`src/rtl/key_debounce_pkg.sv`:
```
// Shared definitions for the push-button debouncer.
// State encodings and counter widths sized to the parameter maxima.
package key_debounce_pkg;

  typedef enum logic [1:0] {
    IDLE         = 2'd0,
    PRESS_WAIT   = 2'd1,
    PRESSED      = 2'd2,
    RELEASE_WAIT = 2'd3
  } state_e;

  localparam int DCNT_W = 20;
  localparam int HCNT_W = 26;

endpackage

```
`src/rtl/key_sync.sv`:
```
// Two-flop synchronizer for an asynchronous level input.
// Both stages reset to RST_VAL so the output starts in a known level.
module key_sync #(
  parameter logic RST_VAL = 1'b1
) (
  input  logic clk,
  input  logic rst,
  input  logic d,
  output logic q
);

  logic sync1_d, sync1_q;
  logic sync2_d, sync2_q;

  // Next values of the two synchronizer stages
  always_comb begin
    sync1_d = d;
    sync2_d = sync1_q;
  end

  // Synchronizer registers with synchronous reset
  always_ff @(posedge clk) begin
    if (rst) begin
      sync1_q <= RST_VAL;
      sync2_q <= RST_VAL;
    end else begin
      sync1_q <= sync1_d;
      sync2_q <= sync2_d;
    end
  end

  assign q = sync2_q;

endmodule

```
`src/rtl/key_debounce.sv`:
```
// Debounces an active-low push-button into level, strobes and a
// wrapping press counter; long-hold detection once per press.
module key_debounce
  import key_debounce_pkg::*;
#(
  parameter int WIDTH           = 8,
  parameter int DEBOUNCE_CYCLES = 50000,
  parameter int LONG_CYCLES     = 50000000
) (
  input  logic             clk,
  input  logic             rst,
  input  logic             key,
  output logic             pressed,
  output logic             press_pulse,
  output logic             release_pulse,
  output logic             long_pulse,
  output logic [WIDTH-1:0] press_count
);

  localparam logic [DCNT_W-1:0] D_LAST =
    DCNT_W'(DEBOUNCE_CYCLES - 1);
  localparam logic [HCNT_W-1:0] H_LAST =
    HCNT_W'(LONG_CYCLES - 1);

  logic key_s;

  state_e            state_d, state_q;
  logic [DCNT_W-1:0] dcnt_d, dcnt_q;
  logic [HCNT_W-1:0] hcnt_d, hcnt_q;
  logic              long_done_d, long_done_q;
  logic              pressed_d, pressed_q;
  logic              press_pulse_d, press_pulse_q;
  logic              release_pulse_d, release_pulse_q;
  logic              long_pulse_d, long_pulse_q;
  logic [WIDTH-1:0]  press_count_d, press_count_q;

  key_sync #(
    .RST_VAL (1'b1)
  ) u_sync (
    .clk (clk),
    .rst (rst),
    .d   (key),
    .q   (key_s)
  );

  // Next-state, counters and registered-output values
  always_comb begin
    state_d         = state_q;
    dcnt_d          = dcnt_q;
    hcnt_d          = hcnt_q;
    long_done_d     = long_done_q;
    press_pulse_d   = 1'b0;
    release_pulse_d = 1'b0;
    long_pulse_d    = 1'b0;
    press_count_d   = press_count_q;
    unique case (state_q)
      IDLE: begin
        if (!key_s) begin
          state_d = PRESS_WAIT;
          dcnt_d  = '0;
        end
      end
      PRESS_WAIT: begin
        if (key_s) begin
          state_d = IDLE;
        end else if (dcnt_q == D_LAST) begin
          state_d       = PRESSED;
          press_pulse_d = 1'b1;
          hcnt_d        = '0;
          long_done_d   = 1'b0;
          press_count_d = press_count_q + WIDTH'(1);
        end else begin
          dcnt_d = dcnt_q + DCNT_W'(1);
        end
      end
      PRESSED: begin
        if (key_s) begin
          state_d = RELEASE_WAIT;
          dcnt_d  = '0;
        end else if (hcnt_q == H_LAST) begin
          if (!long_done_q) begin
            long_pulse_d = 1'b1;
            long_done_d  = 1'b1;
          end
        end else begin
          hcnt_d = hcnt_q + HCNT_W'(1);
        end
      end
      RELEASE_WAIT: begin
        if (!key_s) begin
          state_d = PRESSED;
        end else if (dcnt_q == D_LAST) begin
          state_d         = IDLE;
          release_pulse_d = 1'b1;
        end else begin
          dcnt_d = dcnt_q + DCNT_W'(1);
        end
      end
      default: state_d = IDLE;
    endcase
    pressed_d = (state_d == PRESSED) ||
                (state_d == RELEASE_WAIT);
  end

  // State, counters and outputs; reset wins over any pending event
  always_ff @(posedge clk) begin
    if (rst) begin
      state_q         <= IDLE;
      dcnt_q          <= '0;
      hcnt_q          <= '0;
      long_done_q     <= 1'b0;
      pressed_q       <= 1'b0;
      press_pulse_q   <= 1'b0;
      release_pulse_q <= 1'b0;
      long_pulse_q    <= 1'b0;
      press_count_q   <= '0;
    end else begin
      state_q         <= state_d;
      dcnt_q          <= dcnt_d;
      hcnt_q          <= hcnt_d;
      long_done_q     <= long_done_d;
      pressed_q       <= pressed_d;
      press_pulse_q   <= press_pulse_d;
      release_pulse_q <= release_pulse_d;
      long_pulse_q    <= long_pulse_d;
      press_count_q   <= press_count_d;
    end
  end

  assign pressed       = pressed_q;
  assign press_pulse   = press_pulse_q;
  assign release_pulse = release_pulse_q;
  assign long_pulse    = long_pulse_q;
  assign press_count   = press_count_q;

endmodule

```
`config.mk`:
```
export PLATFORM = sky130hd
export DESIGN_NAME = key_debounce
export DESIGN_NICKNAME = d
export VERILOG_FILES = /design/src/rtl/key_debounce_pkg.sv /design/src/rtl/key_sync.sv /design/src/rtl/key_debounce.sv
export SDC_FILE = /design/constraint.sdc
export NUM_CORES = 1
export LEC_CHECK = 0
export ABC_AREA = 1
export ABC_CLOCK_PERIOD_IN_PS = 2750
export CORE_UTILIZATION = 62
export DETAILED_ROUTE_END_ITERATION = 6
export MAX_ROUTING_LAYER = met4
export PLACE_DENSITY = 0.8
export SYNTH_ARGS = -nofsm -noshare
export SYNTH_HDL_FRONTEND = slang
export SYNTH_SLANG_ARGS = --single-unit
```
`constraint.sdc`:
```
create_clock -name clk -period 2.75 [get_ports clk]
set_clock_uncertainty 0.2 [all_clocks]
set_input_delay 0.55 -clock clk [delete_from_list [all_inputs] [get_ports clk]]
set_output_delay 0.55 -clock clk [all_outputs]
set_load 0.005 [all_outputs]
```
==> out/metrics.yaml <==
num_vias: 4023
final_nets: 658
cp-start-kind: "flop"
port_buffers: 14
critical_path_buf_inv_count: 1
final_core_util_pct: 71.9
period_minus_slack_ps: 2330
max_slew.worst_pin.slew_ps: 510
cts.root.buffer_cell: "clkbuf_8"
layout_common_cells: "nand2_1 (191), nor2_1 (139), dfxtp_1 (63)"
synth_top_cell_area_share_pct: 31.5
cts_buffer_depth: 2
ctsResizeCount: 0
clockPowerShare_pct: 44.6
p_per_area_nw_per_um2: 399
ys.flop_type: "dfxtp_1"
cpPeakStageDelay_ps: 420
final_common_cell: "nand2_1"
cp_cell_sequence: "ha_1 > nand3_2 > nor2_1 > nand4_2 > nand2_4 > nand2_8 > clkinv_4 > nand2_2 > a21oi_2"
hold_buffers: 0
ys_seq_area_share_pct: 31.5
antenna_cells: 0
synth_edf_count: 0
post_dp_cell_area_um2: 4170
status: "complete, no violations"
cts_buffers: 9
dr.pass1.iters: 5
grt_pass1_vias: 3604
synth_cells: 641
wl_per_cell_um: 13.6
area_delta_synth_final_pct: 8.91
clkTransAtPathRegs_ps: 80
crit_type: "reg -> reg"
pwr-share-seq_pct: 52.7
period_share_pct: 84.6
crit_path_end_kind: "flop"
drc_errors: 0
synth_area_leaders: "dfxtp_1 (32%), nand2_1 (18%), nor2_1 (13%)"
drt_iter0_markers: 296
dp.cells: 716
drv_slew: 0
core_area_um2: 6060
routed_wirelength_mm: 9.95
cp.required_ps: 2820
antenna_left: 0
yosys_warnings: 0
intPower_mw: 1.31
grt_pass1_wl_mm: 16.1
dp_hpwl_mm: 7.17
place_congestion: 0.951
worst_ep_arrival_time_ps: 2390
antenna_found_initial: 0
maxSlewHeadroom_pct: 66.0
design_area_um2: 4360
power_frac_comb_pct: 2.8
cts_tree: "built"
cellLeakagePower_nw: 1.35
yosys.area.top_type: "dfxtp_1"
grt_start_max_net_pins: 29
drive_gt1_share_pct: 10.0
rsz0062_at_grt: "false"
cp_slowest_cell: "dfxtp_1"
die_area_um2: 6780
hold_class: "reg -> reg"
htreeDepth: 3
fp.dieW_um: 82.3
maxCapViolations: 0
viasPerCell: 5.50
finalPower_mw: 1.74
track_usage_pct: 32.4
ios: 15
cp_max_fo: 26
die_h_um: 82.3
final_cell_count_no_fill: 732
num_rows: 28
crit_family: "simple AND/OR/NAND/NOR gates"
finalSetupTns_ps: 0
start_util_pct: 66.0
clkSinkCount: 63
synthArstFlopShare_pct: 0
peakVddDrop_mv: 0.350
swShare_pct: 24.9
clk_latency_ps: 340
p_sw_mw: 0.433
syn_area_um2: 4000
avgSynthCellArea_um2: 6.24
cts_setup_buffers: 0
setup_viol: 0
final-hold-violation-count: 0
max_freq_ghz: 0.430
syn_nets: 647
synth-seq-cells: 63
yosysUniqueCellTypes: 36
grt_overflow: 0
[Yosys cell counts, types with 6 or more instances]
library cell	n
nand4_1	16
nor2_1	139
a21oi_1	35
nand2_2	12
nor3_1	6
dfxtp_1	63
xor2_1	13
nand3_1	44
clkbuf_1	10
o21ai_0	7
nand2_1	191
a21oi_2	11
xnor2_1	12
inv_1	39
[per-stage QoR]
stage / hold WS [ps] / setup WS, ps
floorplan: 189 / 841
global placement: 203 / 570
detailed placement: 210 / 468
CTS: 232 / 448
global route: 246 / 247
finish: 229 / 424
[registers in the layout, indices dropped and copies added, names as in the netlist]
register        count
hcnt_q             26
dcnt_q             20
press_count         8
state_q             2
long_done_q         1
long_pulse          1
press_pulse         1
pressed             1
release_pulse       1
u_sync.q            1
u_sync.sync1_q      1
[cell type report]
type,instances,area (µm²)
inverters,45,174
flip-flops and latches,63,1260
fillers,526,1700
well taps,75,93.8
repair buffers,19,185
clock inverters,5,38.8
clock buffers,11,151
multi-input cells,514,2450
[path summary, 6_finish.rpt]
| kind | from | to | slack, ps | cells after the start |
|---|---|---|---|---|
| hold / removal | u_sync.sync1_q | u_sync.q | 230 | 1 |
| setup / recovery | dcnt_q[0] | hcnt_q[9] | 420 | 9 |
| setup reg to reg | dcnt_q[0] | hcnt_q[9] | 420 | 9 |
| hold reg to reg | u_sync.sync1_q | u_sync.q | 230 | 1 |
[power by group through the flow]
stage | combinational, mW | clock, mW | sequential (mW)
after floorplan | 0.0323 | 0 | 0.938
after global placement | 0.0466 | 0 | 0.938
after detailed placement | 0.0472 | 0 | 0.938
after CTS | 0.0475 | 0.786 | 0.917
after global routing | 0.0521 | 0.815 | 0.917
final | 0.0482 | 0.776 | 0.917
[metal layers]
metal	vias to the layer above	global-route usage, %	share of wire, %
li1	2061	-	-
met1	1812	36.5	43
met2	120	57.4	50
met3	30	4.18	4.4
met4	0	13.7	2.9
met5	-	-	0
[cell families (layout without fill, tap and decap cells)]
| family | after synthesis | after routing | share of synthesized area (%) |
|---|---|---|---|
| and+or+nand+nor | 427 | 427 | 45.9 |
| buffers and inverters | 64 | 80 | 7.16 |
| DFF | 63 | 63 | 31.5 |
| AOI/OAI and AO/OA | 59 | 59 | 9.01 |
| xor gates and xnor gates | 25 | 25 | 5.47 |
| adders and majority gates | 3 | 3 | 0.938 |
(Power assumes the default switching activity.)
